## src/rtl/sweep_square_channel_pkg.sv

```systemverilog
// Shared definitions for the square-wave tone channel.
//   state_e        : channel FSM encoding (IDLE / RUN / MUTED)
//   MIN_PERIOD_DEF : default lowest audible period; smaller periods mute
//   DUTY_TABLE     : 4 duty patterns x 8 steps, written step 0 .. step 7
//                    left to right (so step s lives at bit 7-s)
package sweep_square_channel_pkg;

  typedef enum logic [1:0] {
    ST_IDLE  = 2'd0,
    ST_RUN   = 2'd1,
    ST_MUTED = 2'd2
  } state_e;

  localparam int unsigned MIN_PERIOD_DEF = 8;

  // Index [duty][bit]; entry 3 is the MSB of the concatenation.
  localparam logic [3:0][7:0] DUTY_TABLE = {
    8'b11111100,   // 3: 75%
    8'b00001111,   // 2: 50%
    8'b00000011,   // 1: 25%
    8'b00000001    // 0: 12.5%
  };

  // Step s of the pattern sits at bit 7-s.
  function automatic logic duty_bit(input logic [1:0] duty, input logic [2:0] step);
    return DUTY_TABLE[duty][3'd7 - step];
  endfunction

endpackage

```

## src/rtl/sweep_square_channel_sweep_unit.sv

```systemverilog
// Sweep unit: synchronises the frame tick, detects its rising edge, runs the
// sweep divider and computes the next swept period.
//   clk, rst          : clock, async active-high reset
//   tick_i            : asynchronous frame tick level
//   run_i             : channel is in RUN (sweep frozen otherwise)
//   load_i            : qualified load strobe (reloads the divider)
//   sweep_enable_i    : sweep updates allowed
//   mode_i            : 0 add, 1 subtract
//   shift_i           : delta = cur >> shift (0 disables)
//   swp_period_i      : divider reload (0 disables)
//   cur_period_i      : current period
//   new_period_o      : candidate swept period
//   update_o          : apply new_period_o this cycle
//   overflow_o        : add-mode target exceeds the period range
module sweep_unit #(
  parameter int unsigned PERIOD_W  = 11,
  parameter int unsigned SHIFT_W   = 3,
  parameter int unsigned SWP_PER_W = 3
) (
  input  logic                 clk,
  input  logic                 rst,
  input  logic                 tick_i,
  input  logic                 run_i,
  input  logic                 load_i,
  input  logic                 sweep_enable_i,
  input  logic                 mode_i,
  input  logic [SHIFT_W-1:0]   shift_i,
  input  logic [SWP_PER_W-1:0] swp_period_i,
  input  logic [PERIOD_W-1:0]  cur_period_i,
  output logic [PERIOD_W-1:0]  new_period_o,
  output logic                 update_o,
  output logic                 overflow_o
);

  logic                 sync1_q, sync2_q, sync3_q;
  logic                 edge_s;
  logic [SWP_PER_W-1:0] div_q, div_d;
  logic [PERIOD_W:0]    cur_ext_s, delta_s, target_s;
  logic                 active_s;

  // Edge is seen while sync2 is set and sync3 not yet, so the update lands
  // on the third clock after the tick rises.
  assign edge_s = sync2_q & ~sync3_q;

  // One extra bit so an add-mode carry is visible as overflow.
  assign cur_ext_s = {1'b0, cur_period_i};
  assign delta_s   = cur_ext_s >> shift_i;
  assign target_s  = mode_i ? (cur_ext_s - delta_s) : (cur_ext_s + delta_s);

  assign active_s     = run_i & sweep_enable_i & (shift_i != {SHIFT_W{1'b0}});
  assign overflow_o   = active_s & ~mode_i & target_s[PERIOD_W];
  assign new_period_o = target_s[PERIOD_W-1:0];
  assign update_o     = edge_s & active_s & (div_q == {SWP_PER_W{1'b0}})
                      & (swp_period_i != {SWP_PER_W{1'b0}}) & ~overflow_o & ~load_i;

  // Divider: load reloads it; otherwise it only steps on tick edges in RUN.
  always_comb begin
    div_d = div_q;
    if (load_i) begin
      div_d = swp_period_i;
    end else if (edge_s & run_i) begin
      if (div_q == {SWP_PER_W{1'b0}}) begin
        div_d = swp_period_i;
      end else begin
        div_d = div_q - {{(SWP_PER_W-1){1'b0}}, 1'b1};
      end
    end else begin
      div_d = div_q;
    end
  end

  always_ff @(posedge clk or posedge rst) begin
    if (rst) begin
      sync1_q <= 1'b0;
      sync2_q <= 1'b0;
      sync3_q <= 1'b0;
      div_q   <= {SWP_PER_W{1'b0}};
    end else begin
      sync1_q <= tick_i;
      sync2_q <= sync1_q;
      sync3_q <= sync2_q;
      div_q   <= div_d;
    end
  end

endmodule

```

## src/rtl/sweep_square_channel.sv

```systemverilog
// Square-wave tone channel: period timer, 8-step duty sequencer, FSM and
// frequency sweep.
//   clk, reset      : clock, async active-high reset
//   iEnable         : channel enable (low forces IDLE, beats iLoad)
//   iLoad, iPeriod  : load strobe and period value
//   iDuty           : duty select
//   iSweep_*        : sweep tick / enable / mode / shift / divider reload
//   oData           : square-wave output (registered)
//   oMuted          : channel is MUTED
//   oPeriod         : current (swept) period
module sweep_square_channel
  import sweep_square_channel_pkg::*;
#(
  parameter int unsigned PERIOD_W   = 11,
  parameter int unsigned SHIFT_W    = 3,
  parameter int unsigned SWP_PER_W  = 3,
  parameter int unsigned MIN_PERIOD = MIN_PERIOD_DEF
) (
  input  logic                 clk,
  input  logic                 reset,
  input  logic                 iEnable,
  input  logic                 iLoad,
  input  logic [PERIOD_W-1:0]  iPeriod,
  input  logic [1:0]           iDuty,
  input  logic                 iSweep_tick,
  input  logic                 iSweep_enable,
  input  logic                 iSweep_mode,
  input  logic [SHIFT_W-1:0]   iSweep_shift,
  input  logic [SWP_PER_W-1:0] iSweep_period,
  output logic                 oData,
  output logic                 oMuted,
  output logic [PERIOD_W-1:0]  oPeriod
);

  state_e               state_q, state_d;
  logic [PERIOD_W-1:0]  cur_q, cur_d;
  logic [PERIOD_W-1:0]  timer_q, timer_d;
  logic [2:0]           step_q, step_d;
  logic                 data_q, data_d;
  logic                 load_s, valid_s;
  logic [PERIOD_W-1:0]  new_period_s;
  logic                 update_s, overflow_s;

  localparam logic [PERIOD_W-1:0] MIN_P = PERIOD_W'(MIN_PERIOD);

  assign load_s  = iLoad & iEnable;
  assign valid_s = (iPeriod >= MIN_P);

  sweep_unit #(
    .PERIOD_W  (PERIOD_W),
    .SHIFT_W   (SHIFT_W),
    .SWP_PER_W (SWP_PER_W)
  ) u_sweep (
    .clk            (clk),
    .rst            (reset),
    .tick_i         (iSweep_tick),
    .run_i          (state_q == ST_RUN),
    .load_i         (load_s),
    .sweep_enable_i (iSweep_enable),
    .mode_i         (iSweep_mode),
    .shift_i        (iSweep_shift),
    .swp_period_i   (iSweep_period),
    .cur_period_i   (cur_q),
    .new_period_o   (new_period_s),
    .update_o       (update_s),
    .overflow_o     (overflow_s)
  );

  // Next-state logic: disable first, then load, then RUN mute conditions.
  always_comb begin
    state_d = state_q;
    if (!iEnable) begin
      state_d = ST_IDLE;
    end else if (iLoad) begin
      state_d = valid_s ? ST_RUN : ST_MUTED;
    end else begin
      case (state_q)
        ST_RUN:   if (overflow_s || (cur_q < MIN_P)) state_d = ST_MUTED;
                  else                                state_d = ST_RUN;
        ST_MUTED: state_d = ST_MUTED;
        ST_IDLE:  state_d = ST_IDLE;
        default:  state_d = ST_IDLE;
      endcase
    end
  end

  // Datapath: period register, timer/step sequencer and output bit.
  always_comb begin
    cur_d   = cur_q;
    timer_d = timer_q;
    step_d  = step_q;
    if (load_s) begin
      cur_d = iPeriod;
    end else if (update_s) begin
      cur_d = new_period_s;
    end else begin
      cur_d = cur_q;
    end
    if (load_s) begin
      timer_d = iPeriod;
      step_d  = 3'd0;
    end else if (state_q != ST_IDLE) begin
      // Reload picks up the latest period; a running count is never cut short.
      if (timer_q == {PERIOD_W{1'b0}}) begin
        timer_d = cur_q;
        step_d  = step_q + 3'd1;
      end else begin
        timer_d = timer_q - {{(PERIOD_W-1){1'b0}}, 1'b1};
      end
    end else begin
      timer_d = timer_q;
    end
    data_d = (state_q == ST_RUN) ? duty_bit(iDuty, step_q) : 1'b0;
  end

  always_ff @(posedge clk or posedge reset) begin
    if (reset) begin
      state_q <= ST_IDLE;
      cur_q   <= {PERIOD_W{1'b0}};
      timer_q <= {PERIOD_W{1'b0}};
      step_q  <= 3'd0;
      data_q  <= 1'b0;
    end else begin
      state_q <= state_d;
      cur_q   <= cur_d;
      timer_q <= timer_d;
      step_q  <= step_d;
      data_q  <= data_d;
    end
  end

  assign oData   = data_q;
  assign oMuted  = (state_q == ST_MUTED);
  assign oPeriod = cur_q;

endmodule

```

## config.mk

```make
export PLATFORM = sky130hd
export DESIGN_NAME = sweep_square_channel
export DESIGN_NICKNAME = d
export VERILOG_FILES = /design/src/rtl/sweep_square_channel_pkg.sv /design/src/rtl/sweep_square_channel_sweep_unit.sv /design/src/rtl/sweep_square_channel.sv
export SDC_FILE = /design/constraint.sdc
export NUM_CORES = 1
export LEC_CHECK = 0
export BUFFER_PORTS_ARGS = -buffer_cell sky130_fd_sc_hd__buf_2
export CAP_MARGIN = 30
export CORE_ASPECT_RATIO = 1.1
export CORE_MARGIN = 2
export CORE_UTILIZATION = 40
export CTS_CLUSTER_SIZE = 8
export DETAILED_ROUTE_END_ITERATION = 10
export PLACE_DENSITY_LB_ADDON = 0.1
export SYNTH_ARGS = -nofsm -noshare
export SYNTH_HDL_FRONTEND = slang
export SYNTH_SLANG_ARGS = --single-unit
export TNS_END_PERCENT = 100
```

## constraint.sdc

```tcl
create_clock -name clk -period 4.6 [get_ports clk]
set_input_delay 0.92 -clock clk [delete_from_list [all_inputs] [get_ports clk]]
set_output_delay 0.92 -clock clk [all_outputs]
set_load 0.02 [all_outputs]
```

## Yosys cells after proc, flatten, opt, wreduce, memory -nomap -nowiden

Cells that the tools add are included.

- Bits in registers: 34
- Input port bits: 26
- Output and inout port bits: 13
- Word-level logic and storage cells: 71

- $add $sub $neg: 6
- $lt $le $gt $ge: 4
- Equality and inequality tests: 2
- Shift operators: 1
- Muxes and demuxes: 22
- Bitwise gates (word level): 16
- Reduce and logical (&&, ||, !) cells: 11

Operator list:

| kind | number |
|---|---|
| 11-bit 2-to-1 mux | 5 |
| 3-bit 2-to-1 mux | 6 |
| 8-bit binary-select mux with 2-bit select | 1 |
| 11-bit by 12-bit adder with 12-bit output | 1 |
| 1-bit bitwise AND | 12 |
| 12-bit 2-to-1 mux | 1 |
| 11-bit by 3-bit right shift with 12-bit output | 1 |
| 11-bit by 12-bit subtractor with 12-bit output | 1 |
| 11-bit by 4-bit >= comparator with 1-bit output, second input constant | 1 |
| 11-bit logical NOT | 1 |
| 11-bit by 4-bit less-than comparator with 1-bit output, second input constant | 1 |
| 11-bit by 1-bit subtractor with 11-bit output, second input constant | 1 |
| 2-bit nonzero test | 5 |
| 2-bit 2-to-1 mux | 4 |
| 8-bit 2-to-1 mux | 1 |
| 3-bit nonzero test | 2 |
| 3-bit by 4-bit less-than comparator with 1-bit output, second input constant | 1 |
| 1-bit inverter | 4 |
| 2-bit case mux with 2 select lines | 1 |
| 3-bit by 1-bit adder with 3-bit output, second input constant | 1 |
| 1-bit binary-select mux with 3-bit select | 1 |
| 3-bit logical NOT | 1 |
| 2-bit by 3-bit less-than comparator with 1-bit output, second input constant | 1 |
| 3-bit by 1-bit subtractor with 3-bit output, second input constant | 1 |
| 6 further kinds | 7 |

## Depth between registers and ports, before layout

- Depth after elaboration: 10
- Gate-level depth with buffers: 19
- Mapped depth without buffers: 17

## Cells and area by module

From an unflattened synthesis, not the netlist that was laid out.

- Cells, all modules: 397
- Area total of the unflattened synthesis: 3320.7 sq um

Modules (own cells, without submodules):

| module | times used | cells an instance | area each (sq um) | sequential area each (sq um) |
|---|---|---|---|---|
| sweep_square_channel | 1 | 184 | 1687.9 | 700.7 |
| sweep_unit | 1 | 213 | 1632.8 | 150.1 |

## Worst setup path before layout

OpenSTA, ideal clock, no wires.

- Path type: input -> register
- Start point: in iSweep_shift[1]
- End point: reg cur_q[5], in the netlist oPeriod[5]
- Library setup time: 0.126 ns
- Arrival: 4.453 ns
- Required time: 4.474 ns
- Setup slack: 0.021 ns
- Cell stages on the path: 16
- Buffers on the path: 2
- Cell sequence: buf_6 -> mux4_2 -> and2_4 -> a311oi_4 -> ha_1 -> and3_1 -> a21oi_1 -> xor2_1 -> ha_1 -> or4_1 -> o21ai_0 -> a311o_1 -> a211o_1 -> buf_6 -> a31oi_4 -> a221o_1

- Word-level cells in the longest chain between the ends: 8
- Elaborated cells on any way between the ends: 17
- Those cells by class: add/sub: 2; shift: 1; mux: 3; bitwise: 9; reduce/logical: 2

Ends and longest elaborated chain:

| element | line | RTL |
|---|---|---|
| start, declared | sweep_square_channel.sv:28 | `input logic [SHIFT_W-1:0] iSweep_shift,` |
| 11-bit by 3-bit right shift with 12-bit output / 3-bit nonzero test (equally long branches) | sweep_square_channel_sweep_unit.sv:47, sweep_square_channel_sweep_unit.sv:50 |  |
| 11-bit by 12-bit adder with 12-bit output (tied with other cells) | sweep_square_channel_sweep_unit.sv:48 | `assign target_s = mode_i ? (cur_ext_s - delta_s) : (cur_ext_s + delta_s);` |
| 12-bit 2-to-1 mux (tied with other cells) | sweep_square_channel_sweep_unit.sv:48 |  |
| 1-bit bitwise AND, on equally long branches | sweep_square_channel_sweep_unit.sv:51, sweep_square_channel_sweep_unit.sv:53 |  |
| 1-bit inverter / 1-bit bitwise AND (equally long branches) | sweep_square_channel_sweep_unit.sv:54 | `& (swp_period_i != {SWP_PER_W{1'b0}}) & ~overflow_o & ~load_i;` |
| 1-bit bitwise AND (2 in series) | sweep_square_channel_sweep_unit.sv:54 |  |
| 2-bit nonzero test (no source line) | - |  |
| end signal, assigned | sweep_square_channel.sv:119 | `cur_q <= {PERIOD_W{1'b0}};` |
| end signal, assigned | sweep_square_channel.sv:125 | `cur_q <= cur_d;` |
| end, declared | sweep_square_channel.sv:36 | `logic [PERIOD_W-1:0] cur_q, cur_d;` |

Several ways; a longest one is shown, not always the timed one. The select of a mux whose other input is x is not followed.
A chain may end at the register's enable or synchronous reset.

## Worst setup path in the final report

- Start point: in iSweep_shift[1]
- End point: reg cur_q[10], in the netlist oPeriod[10]

Same word-level chain as after synthesis.

==> flow_summary.json <==
{
  "yosysTopAreaCellShare_pct": 26.02,
  "cts_tree": "built",
  "yosysSeqAreaShare_pct": 26.02,
  "drt.antenna.violating_nets": 0,
  "p_per_area_mw_per_mm2": 344.6,
  "peakVddDrop_mv": 0.1985,
  "cpPeakStageDelay_ps": 510,
  "post_route_cells_drive_above_1_share_pct": 28.00,
  "num_rows": 34,
  "rsz0062_at_grt": "yes",
  "drtIter0Drc": 112,
  "dr.pass1.iters": 4,
  "drt_wl_total_um": 9429,
  "fin_area_mm2": 0.004101,
  "overflow": 0,
  "crit_arrival_ps": 4650,
  "cts_sinks": 34,
  "cts_hold_buf": 0,
  "grt_max_degree": 35,
  "dieArea_mm2": 0.008914,
  "ys_warn_count": 0,
  "finClkSkew_ps": 5.628,
  "synth-seq-cells": 34,
  "htreeDepth": 2,
  "die_w_um": 90.20,
  "fin_crit_ps": 4450,
  "grt_pass1_wl_um": 15840,
  "synth-compound-area-share_pct": 26.90,
  "synthTopCellsByArea": "dfrtp_1 (26%), ha_1 (8.0%), nand2_1 (5.3%)",
  "critPathLaunchType": "input pin",
  "fmax_mhz": 224.7,
  "clk_pin_slew_worst_paths_ps": 70,
  "reg2reg_depth": 17,
  "initial_utilization_pct": 41.32,
  "avgSynthCellArea_um2": 8.319,
  "synthAdderAreaFrac_pct": 8.649,
  "wl_per_cell_um": 16.17,
  "num_antenna_cells": 0,
  "post_dp_cell_area_mm2": 0.003909,
  "area_growth_pct": 25.45,
  "die-height_um": 98.82,
  "setup_viol": 0,
  "p_total_mw": 1.413,
  "maxCapViolations": 0,
  "status": "complete, no violations",
  "synth_top_family_by_area": "compound AO/OA/AOI/OAI gates",
  "drc": 0,
  "via_per_inst": 5.633,
  "finalHoldViolCount": 0,
  "synthSimpleGateAreaFrac_pct": 23.31,
  "p_leak_nw": 1.867,
  "slew_violations": 0,
  "grt_antenna_before_repair": 0,
  "fillCellCount": 805,
  "clk_latency_ps": 290,
  "synthArstFlopShare_pct": 100.0,
  "hp-class": "reg2reg",
  "ff2ff_setup_slack_ps": 440,
  "gp_congestion": 0.8967,
  "synth_cells": 393,
  "root_buffer": "clkbuf_8",
  "synth-main-ff-cell": "dfrtp_1",
  "io_pins": 39,
  "ys_types": 69,
  "core_area_mm2": 0.007913,
  "cts_buffers": 5,
  "synth-xor-area-share_pct": 5.358,
  "dpl.hpwl_um": 7166,
  "relSlewSlack_pct": 49.04,
  "grt_usage_pct": 21.71,
  "clock_path_buffers": 2,
  "cp_cell_sequence": "buf_8 -> mux4_2 -> and2_4 -> a311oi_4 -> ha_2 -> and3_4 -> buf_6 -> a31oi_4 -> xor2_1 -> ha_1 -> nand2_1 -> a21oi_1 -> o21ai_1 -> a311o_2 -> a211o_4 -> buf_6 -> and3_4 -> a221oi_2",
  "io_buffers": 38,
  "crit_fanout": 5,
  "tightest_slew_ps": 752.6,
  "netlist_area_mm2": 0.003269,
  "whs_path_depth": 0,
  "muxShareOfSynthArea_pct": 4.860,
  "grt_pass1_vias": 3323,
  "crit_type": "in2reg",
  "timing.final.crit_share_pct": 96.73,
  "cp_data_required_time_ps": 4800,
  "synth_enable_flop_cells": 0,
  "synth_largest_area_cell": "dfrtp_1",
  "cpMaxStageDelayCell": "mux4_2",
  "vias": 3284,
  "synth_nets": 441,
  "finalNetCount": 522,
  "critical_path.endpoint_type": "flip-flop"
}
area by class of cell:
cell class,instances,area (um2),share of cell area (%)
Sequential cell,34,850.8,20.74
Clock buffer,8,110.1,2.685
Tap cell,108,135.1,3.295
Inverter,19,71.32,1.739
Timing Repair Buffer,92,633.1,15.44
Multi-Input combinational cell,322,2301,56.10
where the power goes:
group	leakage [nW]	internal, mW	switching [mW]
sequential	0.413	0.343	0.0516
combinational	1.40	0.360	0.398
clock	0.0575	0.151	0.110
cell usage in the layout (no fill, tap or decap), drive strengths merged, types with 7 or more instances in the layout:
master and n:
a31oi 11, a21oi 33, dfrtp 34, xnor2 9, buf 92, clkbuf 8, a211oi 7, mux2i 8
nand2 46, o211ai 7, o21ai 24, nand2b 7, nor2 36, ha 21, nor3 17, inv 18
xor2 11
metal layers:
| layer | track usage [%] | share of wire, % | vias to the layer above |
|---|---|---|---|
| met5 | 0 | 0 | - |
| li1 | - | - | 1612 |
| met3 | 2.141 | 2.8 | 15 |
| met4 | 7.101 | 1.9 | 0 |
| met1 | 27.21 | 44 | 1574 |
| met2 | 39.27 | 51 | 83 |
cell usage after synthesis (3+ instances only):
cell,count
a31o_2,3
ha_1,21
a211oi_1,6
a31oi_1,10
and2_1,4
and3_1,4
o211ai_2,4
dfrtp_1,34
xor2_1,11
nand4b_1,3
o21ai_0,23
a221oi_2,3
a21oi_1,33
nand2b_1,7
nor2_1,36
nand2_1,46
or3_1,3
buf_2,5
clkbuf_1,9
o21bai_1,3
nor4_1,4
nor3_1,16
inv_1,18
nand3_1,4
a211o_1,4
o21a_1,4
mux2i_1,8
o211ai_1,3
xnor2_1,9
nor2b_1,3
o22ai_1,3
nand3b_1,3
flip-flops by register name, summed over array words and instances (netlist names):
| register | count |
|---|---|
| oData | 1 |
| oPeriod | 11 |
| state_q | 2 |
| step_q | 3 |
| timer_q | 11 |
| u_sweep.div_q | 3 |
| u_sweep.sync1_q | 1 |
| u_sweep.sync2_q | 1 |
| u_sweep.sync3_q | 1 |
metrics by stage:
step | worst slack, ps | cells | util [%] | hold slack (ps) | setup TNS [ps]
6_report | 150.3 | 583 | 51.83 | 351.6 | 0
5_1_grt | -10.08 | 583 | 51.83 | 356.2 | -10.08
2_1_floorplan | 21.04 | 393 | - | 331.2 | 0
4_1_cts | 16.12 | 581 | 50.79 | 354.6 | 0
3_5_place_dp | -264.0 | 573 | 49.40 | 338.1 | -2500
3_3_place_gp | -173.2 | 573 | 49.40 | 333.2 | -1521
worst paths after layout:
| check | startpoint | end |
|---|---|---|
| max | iSweep_shift[1] | oPeriod[10]$_DFFE_PP0P_ |
| min | u_sweep.sync1_q$_DFF_PP0_ | u_sweep.sync2_q$_DFF_PP0_ |
| max reg2reg | oPeriod[8]$_DFFE_PP0P_ | oPeriod[10]$_DFFE_PP0P_ |
| min reg2reg | u_sweep.sync1_q$_DFF_PP0_ | u_sweep.sync2_q$_DFF_PP0_ |
| max in group asynchronous | reset | step_q[1]$_DFFE_PP0P_ |
| min in group asynchronous | reset | u_sweep.sync1_q$_DFF_PP0_ |
kinds of logic (layout without fill, tap and decap cells):
family	count (synthesis)	in the layout
AND/OR/NAND/NOR	146	146
adder cells (fa/ha/maj)	22	22
multiplexers	13	13
buffers and inverters	37	119
XOR/XNOR	20	20
AO/OA/AOI/OAI	121	121
flip-flops	34	34
timing repair:
action / 4_1_cts / 5_1_grt
buffers inserted: 0 / 2
gates resized for setup: 0 / 18
endpoints found under the setup margin: 0 / 13
critical path, delay by kind of cell:
kind	cells	cell delay (ps)
buf+inv	3	320
mux	1	510
fa+ha+maj	2	550
simple gates	4	580
compound gates	7	1590
xor+xnor	1	180
Note: power is estimated with default switching activity, not from simulation.
